## config.mk

```make
export PLATFORM = sky130hd
export DESIGN_NAME = gbus_wr_arbiter
export DESIGN_NICKNAME = d
export VERILOG_FILES = /design/src/rtl/gbus_arb_pkg.sv /design/src/rtl/gbus_wr_arbiter_rr_picker.sv /design/src/rtl/gbus_wr_arbiter.sv
export SDC_FILE = /design/constraint.sdc
export NUM_CORES = 1
export LEC_CHECK = 0
export CAP_MARGIN = 25
export CORE_AREA = 10 10 425 427
export DETAILED_ROUTE_END_ITERATION = 8
export DIE_AREA = 0 0 435 437
export GPL_ROUTABILITY_DRIVEN = 1
export PLACE_DENSITY = 0.35
export SYNTH_ARGS = -nofsm -noshare
export SYNTH_HDL_FRONTEND = slang
export SYNTH_SLANG_ARGS = --single-unit
```

## constraint.sdc

```tcl
create_clock -name clk -period 3.3 [get_ports clk]
set_clock_uncertainty 0.15 [all_clocks]
set_input_delay 0.66 -clock clk [delete_from_list [all_inputs] [get_ports clk]]
set_output_delay 0.66 -clock clk [all_outputs]
set_load 0.02 [all_outputs]
```

## src/rtl/gbus_arb_pkg.sv

```systemverilog
// Shared types and sizing for the global-bus write arbiter.
// Holds the FSM state encoding, the burst descriptor and destination decode helpers.
package gbus_arb_pkg;

    localparam int REQ_NUM   = 4;
    localparam int HNUM      = 8;
    localparam int VNUM      = 8;
    localparam int GBUS_DATA = 64;
    localparam int GBUS_ADDR = 12;
    localparam int MAX_BURST = 16;
    localparam int LEN_W     = $clog2(MAX_BURST);
    localparam int NCORE     = HNUM * VNUM;
    // One spare code point beyond the last core so an illegal destination is expressible.
    localparam int CORE_W    = $clog2(NCORE + 1);
    localparam int CIDX_W    = $clog2(NCORE);
    localparam int HEAD_W    = $clog2(HNUM);
    localparam int GNT_W     = $clog2(REQ_NUM);

    typedef enum logic {
        IDLE  = 1'b0,
        BURST = 1'b1
    } state_e;

    typedef struct packed {
        logic [LEN_W-1:0]     len;
        logic [CORE_W-1:0]    dst;
        logic [GBUS_ADDR-1:0] addr;
    } desc_t;

    function automatic logic dst_in_range(input logic [CORE_W-1:0] dst);
        return dst < CORE_W'(NCORE);
    endfunction

    function automatic logic [HEAD_W-1:0] dst_head(input logic [CORE_W-1:0] dst);
        return HEAD_W'(dst / CORE_W'(VNUM));
    endfunction

endpackage

```

## src/rtl/gbus_wr_arbiter_rr_picker.sv

```systemverilog
// Round-robin priority encoder: first set request at or above ptr, wrapping.
// Purely combinational, no backpressure.
module rr_picker #(
    parameter int N = 4,
    parameter int W = $clog2(N)
) (
    input  logic [N-1:0] req_i,
    input  logic [W-1:0] ptr_i,
    output logic [W-1:0] gnt_o,
    output logic         any_o
);

    logic [W-1:0] idx;

    // Scan from the far end down so the nearest request to ptr is written last and wins.
    always_comb begin
        gnt_o = '0;
        idx   = '0;
        any_o = |req_i;
        for (int i = N - 1; i >= 0; i--) begin
            idx = W'((int'(ptr_i) + i) % N);
            if (req_i[idx]) begin
                gnt_o = idx;
            end
        end
    end

endmodule

```

## src/rtl/gbus_wr_arbiter.sv

```systemverilog
// Round-robin burst arbiter driving the core-array global-bus write port.
// Grant: 1 cycle in IDLE; beat accepted at N appears on gbus at N+1.
// Backpressure: beat_rdy drops combinationally while the destination core's stall is high.
module gbus_wr_arbiter
    import gbus_arb_pkg::*;
(
    input  logic                         clk,
    input  logic                         rstn,
    input  logic [REQ_NUM-1:0]           req_vld,
    input  logic [REQ_NUM*LEN_W-1:0]     req_len,
    input  logic [REQ_NUM*CORE_W-1:0]    req_dst,
    input  logic [REQ_NUM*GBUS_ADDR-1:0] req_addr,
    output logic [REQ_NUM-1:0]           req_ack,
    input  logic [REQ_NUM-1:0]           beat_vld,
    input  logic [REQ_NUM*GBUS_DATA-1:0] beat_data,
    output logic [REQ_NUM-1:0]           beat_rdy,
    input  logic [NCORE-1:0]             dst_stall,
    output logic [NCORE-1:0]             gbus_wen,
    output logic [HNUM*GBUS_DATA-1:0]    gbus_wdata,
    output logic [HNUM*GBUS_ADDR-1:0]    in_GBUS_ADDR,
    output logic                         busy,
    output logic [GNT_W-1:0]             grant_id,
    output logic                         err_dst
);

    state_e                            state_q, state_d;
    logic [GNT_W-1:0]                  rr_ptr_q;
    logic [GNT_W-1:0]                  gnt_q;
    logic [GNT_W-1:0]                  pick;
    logic                              pick_any;
    desc_t                             pick_desc;
    desc_t                             desc_q;
    logic [LEN_W-1:0]                  len_cnt_q;
    logic [REQ_NUM-1:0]                ack_q;
    logic                              err_q;
    logic [NCORE-1:0]                  wen_q;
    logic [HNUM-1:0][GBUS_DATA-1:0]    wdata_q;
    logic [HNUM-1:0][GBUS_ADDR-1:0]    waddr_q;
    logic                              dst_ok;
    logic                              dst_stalled;
    logic                              accept;
    logic                              last_beat;
    logic [GBUS_DATA-1:0]              cur_data;

    rr_picker #(
        .N (REQ_NUM),
        .W (GNT_W)
    ) u_rr_picker (
        .req_i (req_vld),
        .ptr_i (rr_ptr_q),
        .gnt_o (pick),
        .any_o (pick_any)
    );

    always_comb begin
        pick_desc.len  = req_len[pick*LEN_W +: LEN_W];
        pick_desc.dst  = req_dst[pick*CORE_W +: CORE_W];
        pick_desc.addr = req_addr[pick*GBUS_ADDR +: GBUS_ADDR];
    end

    // Illegal destinations never look stalled, so their bursts always drain.
    assign dst_ok      = dst_in_range(desc_q.dst);
    assign dst_stalled = dst_ok && dst_stall[desc_q.dst[CIDX_W-1:0]];
    assign cur_data    = beat_data[gnt_q*GBUS_DATA +: GBUS_DATA];
    assign accept      = (state_q == BURST) && beat_vld[gnt_q] && !dst_stalled;
    assign last_beat   = accept && (len_cnt_q == desc_q.len);

    always_ff @(posedge clk) begin
        if (!rstn) begin
            state_q <= IDLE;
        end else begin
            state_q <= state_d;
        end
    end

    always_comb begin
        state_d = state_q;
        case (state_q)
            IDLE:    if (pick_any)  state_d = BURST;
            BURST:   if (last_beat) state_d = IDLE;
            default: state_d = IDLE;
        endcase
    end

    always_comb begin
        beat_rdy = '0;
        busy     = (state_q == BURST);
        if (state_q == BURST) begin
            beat_rdy[gnt_q] = !dst_stalled;
        end
    end

    always_ff @(posedge clk) begin
        if (!rstn) begin
            rr_ptr_q  <= '0;
            gnt_q     <= '0;
            desc_q    <= '0;
            len_cnt_q <= '0;
            ack_q     <= '0;
            err_q     <= 1'b0;
            wen_q     <= '0;
            wdata_q   <= '0;
            waddr_q   <= '0;
        end else begin
            ack_q <= '0;
            err_q <= 1'b0;
            wen_q <= '0;
            if (state_q == IDLE && pick_any) begin
                gnt_q       <= pick;
                desc_q      <= pick_desc;
                len_cnt_q   <= '0;
                ack_q[pick] <= 1'b1;
                err_q       <= !dst_in_range(pick_desc.dst);
            end
            if (accept) begin
                len_cnt_q   <= len_cnt_q + 1'b1;
                desc_q.addr <= desc_q.addr + 1'b1;
                if (dst_ok) begin
                    wen_q[desc_q.dst[CIDX_W-1:0]] <= 1'b1;
                    wdata_q[dst_head(desc_q.dst)] <= cur_data;
                    waddr_q[dst_head(desc_q.dst)] <= desc_q.addr;
                end
                if (last_beat) begin
                    rr_ptr_q <= (gnt_q == GNT_W'(REQ_NUM - 1)) ? '0 : gnt_q + 1'b1;
                end
            end
        end
    end

    assign req_ack      = ack_q;
    assign err_dst      = err_q;
    assign grant_id     = gnt_q;
    assign gbus_wen     = wen_q;
    assign gbus_wdata   = wdata_q;
    assign in_GBUS_ADDR = waddr_q;

endmodule

```

# [Word level (Yosys, flattened, before mapping)]
# Index checks and enable logic that the tools add are counted.
[word_totals] reg_bits=709 latch_bits=0 mem_bits_rw=0 rom_bits=0 inputBits=422 output_inout_bits=684 elab_cells=110 mem_count=0
[classes] addsub=6 multipliers=2 div=0 magnitude_cmp=14 eq_ne=2 shifts=4 n_mux=37 bitwise=2 reduce_logical=17
[ops] cell="$bwmux W512" n=1
[ops] cell="$shiftx A256 B9 Y64" n=1
[ops] cell="$demux W64 S3" n=1
[ops] cell="$bwmux W96" n=1
[ops] cell="$mux W64" n=1
[ops] cell="$shiftx A48 B7 Y12" n=1
[ops] cell="$demux W12 S3" n=1
[ops] cell="$mux W12" n=3
[ops] cell="$shiftx A28 B6 Y7" n=1
[ops] cell="$lt A2 B3 Y1 const B" n=6
[ops] cell="$shiftx A16 B5 Y4" n=1
[ops] cell="$lt A7 B7 Y1 const B" n=2
[ops] cell="$add A12 B1 Y12 const B" n=1
[ops] cell="$mux W4" n=3
[ops] cell="$mux W1" n=11
[ops] cell="$bmux W1 S2" n=5
[ops] cell="$mux W2" n=5
[ops] cell="$logic_and A1 B1 Y1" n=9
[ops] cell="$lt A6 B7 Y1 const B" n=1
[ops] cell="$bmux W1 S6" n=1
[ops] cell="$demux W1 S6" n=1
[ops] cell="$ge A6 B1 Y1 const B" n=1
[ops] cell="$reduce_and A2 Y1" n=3
[ops] cell="$mul A2 B3 Y5 const B" n=1
[ops] cell="other kinds (17)" n=22

# [Logic depth before layout (Yosys ltp)]
[depth] word_depth=11 mapped_depth=14 mapped_depth_nobuf=8

# [By module]
# Synthesis repeated with hierarchy kept, for this count alone.
[unflattened] hier_cells=2612 hier_area_um2=27898.0
[modules_own_cells] module="gbus_wr_arbiter" instances=1 cells_per_inst=2599 area_each_um2=27820.4 seq_area_each_um2=14193.6
[modules_own_cells] module="rr_picker" instances=1 cells_per_inst=13 area_each_um2=77.6 seq_area_each_um2=0.0

# [Least setup slack after synthesis]
# OpenSTA, ideal clock, no wires.
[synth_path] path_type="input to output" startpoint="in dst_stall[20]" endpoint="out beat_rdy[0]" t_arrival_ns=2.322 required_ns=2.490 path_slack_ns=0.168 cell_stages=7 n_path_buf=0 path_cell_list="mux2_2 -> a221o_1 -> a221oi_2 -> o22ai_4 -> nor3b_4 -> o21a_1 -> and2_1"
[synth_via] elab_chain_cells=6
[synth_rtl] element="from (decl)" line="gbus_wr_arbiter.sv:17" source="input logic [NCORE-1:0] dst_stall,"
[synth_rtl] element="$bmux W1 S6" line="gbus_wr_arbiter.sv:63" source="assign dst_stalled = dst_ok && dst_stall[desc_q.dst[CIDX_W-1:0]];"
[synth_rtl] element="$mux W1 (not written as such)" line="gbus_wr_arbiter.sv:63"
[synth_rtl] element="$logic_and A1 B1 Y1" line="gbus_wr_arbiter.sv:63"
[synth_rtl] element="$logic_not A1 Y1" line="gbus_wr_arbiter.sv:89" source="beat_rdy[gnt_q] = !dst_stalled;"
[synth_rtl] element="$and A4 B4 Y4 (no line)"
[synth_rtl] element="$mux W4" line="gbus_wr_arbiter.sv:88" source="if (state_q == BURST) begin"
[synth_rtl] element="to (decl)" line="gbus_wr_arbiter.sv:16" source="output logic [REQ_NUM-1:0] beat_rdy,"
# Every way passes these cells. The select of a mux whose other input is x is not followed.

# [Worst setup path after layout]
[layout_path] startpoint="reg desc_q[12] (netlist bit)" endpoint="out beat_rdy[1]"
[layout_via] elab_chain_cells=6 elab_cells_between_ends=7 classes_between="order compare: 1; mux: 3; bitwise: 1; reduce/logical: 2"
[layout_rtl] element="from (decl)" line="gbus_wr_arbiter.sv:32" source="desc_t desc_q;"
[layout_rtl] element="from (signal assigned)" line="gbus_wr_arbiter.sv:110" source="desc_q <= pick_desc;"
[layout_rtl] element="$bmux W1 S6" line="gbus_wr_arbiter.sv:63"
[layout_rtl] element="$mux W1 (not written as such)" line="gbus_wr_arbiter.sv:63"
[layout_rtl] element="$logic_and A1 B1 Y1 (*)" line="gbus_wr_arbiter.sv:63"
[layout_rtl] element="$logic_not A1 Y1 (*)" line="gbus_wr_arbiter.sv:89"
[layout_rtl] element="$and A4 B4 Y4 (no line) (*)"
[layout_rtl] element="$mux W4 (*)" line="gbus_wr_arbiter.sv:88"
# Every way passes the cells marked *; elsewhere a longest branch is shown, timed or not. The select of a mux whose other input is x is not followed.

==> flow_summary.ini <==
[sta]
fin_ws_ns = -0.498
fin_setup_tns_ns = -6.74
tightest_slew_ns = 0.749
fin_crit_sh = 1.15
rsz0062_at_grt = yes
setup_viol = 71
timing.fmax_mhz = 263
relSlewSlack = 0.497
finalHoldViolCount = 0
fin_crit_ns = 3.80
maxSlewViolCount = 0
hold_slack_ns = 0.298

[detailed_routing]
ant_nets = 0
detail_route.vias_per_cell = 3.94
vias = 25593
route.detailed.drc = 0
drt_wl_total_mm = 170
wl_per_cell_um = 26.2
drt_iter0_markers = 1364
drtPass1Iterations = 5

[logic_synthesis]
ys_seq_area_frac = 0.515
ys_ff_latch = 709
syn-cell-area_um2 = 27600
ys.flop_type = dfxtp_1
avgSynthCellArea_um2 = 9.49
yosys_warnings = 0
syn_nets = 3333
syn_inst = 2905
yosysUniqueCellTypes = 61
synth_edf_count = 0
synthArstFlopShare = 0

[floorplanning]
row_count = 152
core_um2 = 171000
die_x_um = 435
die_area_um2 = 190000
start_util = 0.161
die_height_um = 437
ios = 1106

[layout]
post-route-util = 0.270
nets = 4534
area_delta_synth_final_pct = 68.1
drive_gt1_frac = 0.121
stdcell_count = 6491
final_cell_mix = clkdlybuf4s50_1 (1101), dfxtp_1 (704), nand2_1 (555), nor2_1 (472), mux2i_1 (392)
stdcell_area_um2 = 46300
mostFrequentLayoutCell = clkdlybuf4s50_1

[critical_path]
path_buf_inv = 2
critPathMaxStageDelay_ns = 0.53
critical_path_arrival_ns = 2.99
critPathSlowestCell = mux4_2
cp_cell_sequence = buf_12, mux4_2, mux2i_1, or4_4, nand2_4, nor3b_4, o21a_1, and2_4, buf_6
start_kind = flop
crit_fanout = 5
endpoint_kind = output port
critPathTopFamily = multiplexers
crit_required_ns = 2.49
crit_type = flop to output port

[hold_path]
hold_class = flop to flop

[global_routing]
grtUsageTotal = 0.169
grt_max_degree = 95
first_global_vias = 25711
grt_antenna_before_repair = 9
overflow = 0
grt_pass1_wl_mm = 228

[power_and_ir_drop]
powerDensity_nw_per_um2 = 507
total_power_mw = 23.5
leakagePower_nw = 16.8
vdd_drop_max_uv = 409

[place]
place_hpwl_mm = 132
dpl_cell_area_um2 = 42900
io_buffers = 1105
pre_cts_slack_ns = -0.920
place_inst = 6308
gp_congestion = 0.811

[clocking]
cts.sinks = 709
clock_latency_ns = 0.70
clock_path_buffers = 3
numCtsBuffers = 92
clockRootBuffer = clkbuf_16
path_clk_slew_ns = 0.06
cts_tree = yes
cts.htree.levels = 3

[status]
status = finished with violations
violations = negative setup slack

[run]
max-cap-violations = 0
routing by layer:
layer / part of all wire / vias to the layer above / global-route usage
li1: - / 12223 / -
met1: 0.40 / 12519 / 0.196
met2: 0.51 / 709 / 0.305
met3: 0.067 / 142 / 0.0508
met4: 0.019 / 0 / 0.0362
met5: 0 / - / 0
worst register-to-register path: cells and delay by family, from the launching register on:
family          cells  cell delay, ns
flops               1            0.41
simple gates        5            1.42
mux                 1            0.53
buf+inv             4            0.59
compound gates      2            0.18
cells in the mapped netlist, drive strengths merged (3+ instances only):
| library cell | instances | area [um2] |
|---|---|---|
| dfxtp | 709 | 14200 |
| nand2 | 556 | 2090 |
| nor2 | 473 | 1780 |
| mux2i | 392 | 3920 |
| a21oi | 261 | 1310 |
| clkbuf | 139 | 522 |
| buf | 89 | 572 |
| mux4 | 72 | 1620 |
| and2 | 22 | 138 |
| a211oi | 17 | 128 |
| nand3 | 17 | 90.1 |
| inv | 14 | 52.6 |
| a311oi | 12 | 105 |
| o21ai | 11 | 55.1 |
| nand2b | 9 | 56.3 |
| nor3 | 8 | 45.0 |
| nor2b | 7 | 43.8 |
| nor4 | 7 | 62.6 |
| a31oi | 6 | 37.5 |
| and3 | 6 | 37.5 |
| ha | 6 | 75.1 |
| nand4 | 6 | 37.5 |
| or4 | 6 | 45.0 |
| mux2 | 5 | 56.3 |
| o211ai | 5 | 37.5 |
| o21a | 5 | 37.5 |
| o221ai | 4 | 35.0 |
| xor2 | 4 | 35.0 |
| a31o | 3 | 26.3 |
| o311a | 3 | 30.0 |
| o32a | 3 | 30.0 |
| or2 | 3 | 18.8 |
timing repair:
action | 4_1_cts | 5_1_grt
cloned | 1 | 4
pin swaps | 8 | 15
gates resized for setup | 42 | 28
endpoints found under the setup margin | 4 | 520
hold buffers | 0 | 0
buffers inserted | 5 | 7
registers in the layout, summed over array words and instances, names as in the netlist:
signal        cells
gbus_wdata      512
in_GBUS_ADDR     96
gbus_wen         64
desc_q           23
len_cnt_q         4
req_ack           4
grant_id          2
rr_ptr_q          2
busy              1
err_dst           1
layout make-up:
class                      count  area [um2]
tap                         2310        2890
antenna                        3        7.51
sequential                   709       14200
clock buffer                 144        2830
multi-input combinational   1954       12400
inverter                      14        72.6
fill                       18184      125000
timing repair buffer        1335       13700
clock inverter                22         284
path summary, 6_finish.rpt:
check	startpoint	to	slack (ns)	cells after the start
hold / removal	gbus_wdata[500]	gbus_wdata[500]	0.30	2
hold reg to reg	gbus_wdata[500]	gbus_wdata[500]	0.30	2
setup reg to reg	desc_q[12]	gbus_wdata[474]	-0.14	12
setup / recovery	desc_q[12]	beat_rdy[1]	-0.50	9
report_power, final:
part / internal (mW) / switching (mW) / total (mW)
clock network: 6.00 / 4.25 / 10.2
logic: 1.84 / 2.46 / 4.30
registers: 8.78 / 0.172 / 8.95
total: 16.6 / 6.88 / 23.5
kinds of logic (layout without fill, tap and decap cells):
group           count (synthesis)  count (layout)  synth area share
compound gates                349             349            0.0730
fa+ha+maj                       6               6           0.00272
simple gates                 1126            1126             0.163
other cells                     0               3                 0
mux                           469             469             0.203
buf+inv                       242            1515            0.0416
flops                         709             709             0.515
xor+xnor                        4               4           0.00127
Note: power is estimated with default switching activity, not from simulation.
